`src/rtl/nonce_result_collector.sv`:
```
// nonce_result_collector
//
// Multi-channel nonce result collector. Tracks broadcast rounds for the
// current block, captures per-channel success flags into one pending
// register per channel, builds the full nonce {round, channel, core index}
// and serialises results through a small FIFO towards the host reporter
// using a ready/valid handshake.
//
// Ports:
//   clk           clock (single domain)
//   rst           synchronous active-high reset
//   valid_i       broadcast cycle in progress; successes sampled only then
//   newblock_i    start of a new block; flushes all state
//   success_i     per-channel success flags
//   index_i       per-channel winning core index, channel c in slice c
//   out_valid_o   FIFO head valid
//   out_ready_i   consumer accepts the head
//   nonce_o       decoded nonce at the FIFO head
//   channel_o     source channel of the head
//   exhausted_o   sticky flag, round counter has wrapped
//   drop_count_o  saturating count of dropped successes
//
// Optional feature: define NONCE_COLLECTOR_DROP_CNT_EN to build the
// saturating drop counter; otherwise drop_count_o is tied to zero.

module nonce_result_collector #(
  parameter int NUM_CHANNELS  = 2,
  parameter int NUM_CORES     = 4,
  parameter int BROADCAST_CNT = 5,
  parameter int FIFO_DEPTH    = 4,
  parameter int NONCE_W       = 32,
  localparam int CH_W         = $clog2(NUM_CHANNELS),
  localparam int IDX_W        = $clog2(NUM_CORES)
) (
  input  logic                          clk,
  input  logic                          rst,
  input  logic                          valid_i,
  input  logic                          newblock_i,
  input  logic [NUM_CHANNELS-1:0]       success_i,
  input  logic [NUM_CHANNELS*IDX_W-1:0] index_i,
  output logic                          out_valid_o,
  input  logic                          out_ready_i,
  output logic [NONCE_W-1:0]            nonce_o,
  output logic [CH_W-1:0]               channel_o,
  output logic                          exhausted_o,
  output logic [15:0]                   drop_count_o
);

  localparam int ROUND_W = NONCE_W - CH_W - IDX_W;
  localparam int PH_W    = (BROADCAST_CNT > 1) ? $clog2(BROADCAST_CNT) : 1;
  localparam int AW      = $clog2(FIFO_DEPTH);

  logic [PH_W-1:0]         phase_q;
  logic [ROUND_W-1:0]      round_q;
  logic                    exhausted_q;
  logic [NUM_CHANNELS-1:0] pend_full_q;
  logic [NONCE_W-1:0]      pend_data_q [NUM_CHANNELS];
  logic [NONCE_W-1:0]      fifo_mem_q  [FIFO_DEPTH];
  logic [AW:0]             wr_ptr_q;
  logic [AW:0]             rd_ptr_q;

  logic                    fifo_empty;
  logic                    fifo_full;
  logic                    pop;
  logic                    wr_en;
  logic                    sel_valid;
  logic [CH_W-1:0]         sel;
  logic [NUM_CHANNELS-1:0] cap;
  logic [NUM_CHANNELS-1:0] clr;
  logic [NUM_CHANNELS-1:0] accept;

  // Pointers carry one extra wrap bit so full and empty are distinguishable.
  assign fifo_empty  = (wr_ptr_q == rd_ptr_q);
  assign fifo_full   = (wr_ptr_q[AW] != rd_ptr_q[AW]) &&
                       (wr_ptr_q[AW-1:0] == rd_ptr_q[AW-1:0]);
  assign out_valid_o = !fifo_empty;
  assign pop         = out_valid_o && out_ready_i && !newblock_i;

  // Head is forced to zero when empty so no stale entry is ever shown.
  assign nonce_o     = out_valid_o ? fifo_mem_q[rd_ptr_q[AW-1:0]] : '0;
  assign channel_o   = nonce_o[IDX_W +: CH_W];
  assign exhausted_o = exhausted_q;

  // Lowest-numbered full pending register wins the FIFO write slot.
  always_comb begin
    sel_valid = 1'b0;
    sel       = '0;
    for (int c = NUM_CHANNELS - 1; c >= 0; c--) begin
      if (pend_full_q[c]) begin
        sel_valid = 1'b1;
        sel       = CH_W'(c);
      end
    end
  end

  // A full FIFO still accepts a write when the head pops in the same cycle.
  assign wr_en = sel_valid && (!fifo_full || pop) && !newblock_i;

  // A register emptied this cycle may take a new capture in the same cycle.
  always_comb begin
    clr = '0;
    if (wr_en) clr[sel] = 1'b1;
  end

  assign cap    = success_i & {NUM_CHANNELS{valid_i && !newblock_i}};
  assign accept = cap & (~pend_full_q | clr);

  // Broadcast phase/round tracking; a newblock cycle with valid counts as phase 0.
  always_ff @(posedge clk) begin
    if (rst) begin
      phase_q     <= '0;
      round_q     <= '0;
      exhausted_q <= 1'b0;
    end else if (newblock_i) begin
      exhausted_q <= 1'b0;
      if (valid_i && (BROADCAST_CNT == 1)) begin
        phase_q <= '0;
        round_q <= ROUND_W'(1);
      end else if (valid_i) begin
        phase_q <= PH_W'(1);
        round_q <= '0;
      end else begin
        phase_q <= '0;
        round_q <= '0;
      end
    end else if (valid_i) begin
      if (phase_q == PH_W'(BROADCAST_CNT - 1)) begin
        phase_q <= '0;
        round_q <= round_q + ROUND_W'(1);
        if (&round_q) exhausted_q <= 1'b1;
      end else begin
        phase_q <= phase_q + PH_W'(1);
      end
    end
  end

  // Pending occupancy: drained by the FIFO write, refilled by accepted captures.
  always_ff @(posedge clk) begin
    if (rst || newblock_i) begin
      pend_full_q <= '0;
    end else begin
      pend_full_q <= (pend_full_q & ~clr) | accept;
    end
  end

  // Pending payload uses the round value of the capture cycle itself.
  always_ff @(posedge clk) begin
    for (int c = 0; c < NUM_CHANNELS; c++) begin
      if (accept[c]) begin
        pend_data_q[c] <= {round_q, CH_W'(c), index_i[c*IDX_W +: IDX_W]};
      end
    end
  end

  // FIFO pointers; newblock flushes and overrides any pop or write.
  always_ff @(posedge clk) begin
    if (rst || newblock_i) begin
      wr_ptr_q <= '0;
      rd_ptr_q <= '0;
    end else begin
      if (wr_en) wr_ptr_q <= wr_ptr_q + (AW+1)'(1);
      if (pop)   rd_ptr_q <= rd_ptr_q + (AW+1)'(1);
    end
  end

  // FIFO storage needs no reset; emptiness is tracked by the pointers.
  always_ff @(posedge clk) begin
    if (wr_en) fifo_mem_q[wr_ptr_q[AW-1:0]] <= pend_data_q[sel];
  end

`ifdef NONCE_COLLECTOR_DROP_CNT_EN
  logic [NUM_CHANNELS-1:0] drop;
  logic [CH_W:0]           drop_num;
  logic [16:0]             drop_sum;
  logic [15:0]             drop_cnt_q;

  assign drop = cap & pend_full_q & ~clr;

  // Several channels can drop in the same cycle.
  always_comb begin
    drop_num = '0;
    for (int c = 0; c < NUM_CHANNELS; c++) begin
      drop_num = drop_num + (CH_W+1)'(drop[c]);
    end
  end

  assign drop_sum = {1'b0, drop_cnt_q} + 17'(drop_num);

  // Saturates at all-ones instead of wrapping.
  always_ff @(posedge clk) begin
    if (rst || newblock_i) begin
      drop_cnt_q <= '0;
    end else if (drop_sum[16]) begin
      drop_cnt_q <= 16'hFFFF;
    end else begin
      drop_cnt_q <= drop_sum[15:0];
    end
  end

  assign drop_count_o = drop_cnt_q;
`else
  assign drop_count_o = '0;
`endif

endmodule

```
`config.mk`:
```
export PLATFORM = sky130hd
export DESIGN_NAME = nonce_result_collector
export DESIGN_NICKNAME = d
export VERILOG_FILES = /design/src/rtl/nonce_result_collector.sv
export SDC_FILE = /design/constraint.sdc
export NUM_CORES = 1
export LEC_CHECK = 0
export CAP_MARGIN = 30
export CORE_MARGIN = 2
export CORE_UTILIZATION = 50
export DETAILED_ROUTE_END_ITERATION = 8
export PLACE_DENSITY_LB_ADDON = 0.05
export SLEW_MARGIN = 20
export SYNTH_ARGS = -nofsm -noshare
export SYNTH_HDL_FRONTEND = slang
export SYNTH_SLANG_ARGS = --single-unit
```
`constraint.sdc`:
```
create_clock -name clk -period 4.6 [get_ports clk]
set_input_delay 0.92 -clock clk [delete_from_list [all_inputs] [get_ports clk]]
set_output_delay 0.92 -clock clk [all_outputs]
set_load 0.02 [all_outputs]
```
==> run summary <==
Detailed routing inserted a total of 4,805 vias. The height of the die was 140.4 um. The tools report the top achievable clock speed as 0.2552 GHz. For the count of clock tree sinks, the log shows 233. A synthesized cell averages 16.39 um2. The initial antenna violation count is 0, and the overall routed net length is 16.61 mm. The worst setup path is captured at an output port. In this run the remaining antenna-violating nets after routing total 0.

The total DRC errors in the routed layout was 0; the per-cell via count in the routed design was 5.542. The die span in x was 140.4 um; the overall overflow remaining after global route was 0. The logs give 4.161 mW for the overall power of the completed layout and 0.5147 for the starting density of the core. For this block, the initial DRC count from the detailed router was 327. The type of the tightest min-delay check was flip-flop to flip-flop.

The cell depth of the worst flop-to-flop path works out to 6. For this design the static power due to leakage is 3.622 nW. The count of buffers added on input and output ports is 45. For the synthesized netlist cell count, the log shows 568.

The total global routing track utilization is 0.1740. The via count of the first global-routing pass is 4,911. The synthesized design contains 190 enable-type register cells.

The congestion estimate from routability-driven global placement came to 0.7948. Buffers inserted during clock tree synthesis total 24. For the standard cell area after detailed placement, the log shows 0.01003 mm2. Critical register-to-register path endpoint: round_q[21]. The max-capacitance violation count is 0, and the number of nets in the layout is 639. The proportion of synthesized chip area in sequential cells is 0.7054. The area fraction of the dominant cell type after synthesis is 0.6129. The first global-routing pass estimated 26.48 mm of wire. Final number of max-transition violations: 0. The total of hold buffers inserted after clock tree synthesis is 0, and the data arrival time of the critical path is 3.00 ns. The peak ir drop on the vdd network was 0.3187 mV. STA classifies the critical path startpoint as a flip-flop.

The logs give 1 for the maximum level of the CTS H-tree and 3 for the maximum number of buffers from clock root to sink. Average wire per cell in the routed design: 19.16 um. The run gives 0.01972 mm2 as the die outline area. The worst path needs 3.919 ns of the cycle, external delays included.

The logs give 0.009309 mm2 for the synthesized cell area and 0.01077 mm2 for the total non-filler cell area in the finished layout. The number of antenna diodes in the final layout is 0. For the final number of hold-violating endpoints, the log shows 0. By area the synthesized netlist is led by edfxtp_1 (61%), dfxtp_1 (9.2%), mux4_2 (7.7%).

The worst clock skew on the final layout was 0.01244 ns; the count of buffers added by post-CTS timing repair for setup was 0. The later pin in the worst-skew pair is clocked with a latency of 0.51 ns. Relative to the synthesized area, the layout overhead comes to 15.66%. The post-layout utilization of the core was 0.5953; the standard cell core area was 0.01809 mm2. Clock root buffer: clkbuf_16.

The share of final-layout standard cells stronger than drive strength 1 is 0.1912, and the final number of setup-violating endpoints is 0. Tracing the worst setup path back leads to its startpoint at wr_ptr_q[0]. The clock transition at the register clock pins on the worst setup and hold paths after CTS works out to 0.06 ns.

Startpoint of the worst-slack reg-to-reg timing path: phase_q[0]. In this run, distinct cell masters in the synthesized netlist total 41. The share of the clock period used by the worst path after layout came out at 0.8520. Yosys printed 0 warnings. Setup repair after global routing left no endpoint under its margin. The run finished with clean final reports. The run gives 3.68 ns as the required time of the worst setup path. The async set or reset register ratio after synthesis came out at 0.

The ratio of total power to cell area came out at 386.5 mW/mm2. The post-DP HPWL is 10.08 mm. The primary flip-flop cell chosen by synthesis mapping was edfxtp_1. The largest fanout of any net on the critical path was 18. In this run the worst setup path terminates at nonce_o[22]. The kind of critical path is flip-flop to output port. The logs give 2.37 ns for the setup slack on the worst flop-to-flop path and 62 for the count of pins on the block boundary. The first detailed-routing pass took 4 iterations.

The tools report the number of cells upsized or downsized after cts as 0. The synthesized design spends more area on one cell type than any other, namely edfxtp_1. The actual slew at the worst max-slew pin came out at 0.8088 ns.

TritonCTS built the clock tree. For the worst-case headroom to the max-slew limit, the log shows 0.4588. Entering global routing, the biggest net connects 36 pins. The tools report the number of rows created at floorplan as 49. Setup total negative slack on the finished layout was measured at 0 ns. Post-synthesis register bit count: 233.
[cells in the mapped netlist, drive strengths merged (4+ instances only)]
master and number:
nand3 10, or3 10, nand2 18, inv 7, o31ai 14, clkbuf 21
nor4 5, or4 11, o21a 4, xnor2 8, nor2b 4, dfxtp 43
mux2 31, edfxtp 190, a21oi 22, nand4 10, buf 24, nor2 19
and2 36, mux4 32, nor3 6, mux2i 4, o21ai 9, xor2 6
ha 8
[per-layer routing]
metal,vias to the layer above,part of all wire,track usage
met4,0,0.018,0.05369
met1,2418,0.45,0.2315
li1,2272,-,-
met3,21,0.041,0.02838
met5,-,0,0
met2,94,0.49,0.2970
[registers in the layout, indices dropped and copies added, names as in the netlist, named ones only]
name	cells
rd_ptr_q	3
round_q	29
pend_data_q	62
pend_full_q	2
phase_q	3
wr_ptr_q	3
fifo_mem_q	128
exhausted_o	1
[through the flow]
| step | hold slack [ns] | instances | worst slack [ns] |
|---|---|---|---|
| floorplan | 0.4544 | 583 | 1.380 |
| global placement | 0.4811 | 820 | 1.191 |
| detailed placement | 0.4807 | 823 | 1.153 |
| CTS | 0.5089 | 867 | 0.6038 |
| global route | 0.5381 | 867 | 0.4113 |
| finish | 0.5081 | 867 | 0.6808 |
[logic make-up (layout without fill, tap and decap cells)]
logic type / count (synthesis) / count (layout) / share of synthesized area
other: 1 / 16 / 0.0004028
and+or+nand+nor: 139 / 139 / 0.08589
DFF: 233 / 233 / 0.7054
xor gates and xnor gates: 14 / 14 / 0.01317
muxes: 67 / 67 / 0.1192
AOI/OAI and AO/OA: 54 / 54 / 0.03629
adders and majority gates: 8 / 8 / 0.01075
buffers and inverters: 52 / 107 / 0.02890
[how the worst min path moves through the flow]
stage               cells past startpoint  slack [ns]        start                 end
CTS                                     1        0.51  exhausted_o         exhausted_o
global route                            1        0.54  exhausted_o         exhausted_o
detailed placement                      1        0.48  exhausted_o         exhausted_o
global placement                        1        0.48  exhausted_o         exhausted_o
finish                                  1        0.51  exhausted_o         exhausted_o
floorplan                               0        0.45  round_q[24]  pend_data_q[0][27]
[worst max-delay path, cell delays in order, from the launching register on]
cell and delay (ns):
dfxtp_1 0.43, xor2_1 0.28, or3_1 0.63, buf_4 0.34, and2_1 0.19, clkdlybuf4s50_1 0.62
[report_power, final]
part / leakage (nW) / total (mW) / switching, mW / internal, mW
combinational: 1.04 / 0.0830 / 0.0538 / 0.0293
sequential: 2.20 / 2.27 / 0.00308 / 2.27
clock: 0.375 / 1.81 / 0.758 / 1.05
total: 3.62 / 4.16 / 0.814 / 3.35
[cell type report]
class                           instances  area [um2]
Fill cell                            1360        7320
Multi-Input combinational cell        298        2552
Sequential cell                       233        6568
Timing Repair Buffer                   56       593.1
Clock buffer                           29       640.6
Clock inverter                         15       100.1
Tap cell                              229       286.5
Inverter                                7       26.28
[layout by cell type, fill, tap and decap left out, types with 14 or more instances in the layout]
cell | netlist | routed
clkbuf_16 | 0 | 25
nand2_1 | 18 | 18
dfxtp_1 | 43 | 42
edfxtp_1 | 190 | 190
o31ai_1 | 14 | 14
conb_1 | 1 | 16
nor2_1 | 19 | 19
mux2_2 | 31 | 31
clkdlybuf4s50_1 | 0 | 45
and2_1 | 36 | 36
a21oi_1 | 22 | 22
mux4_2 | 32 | 32
Note: power is estimated with default switching activity, not from simulation.
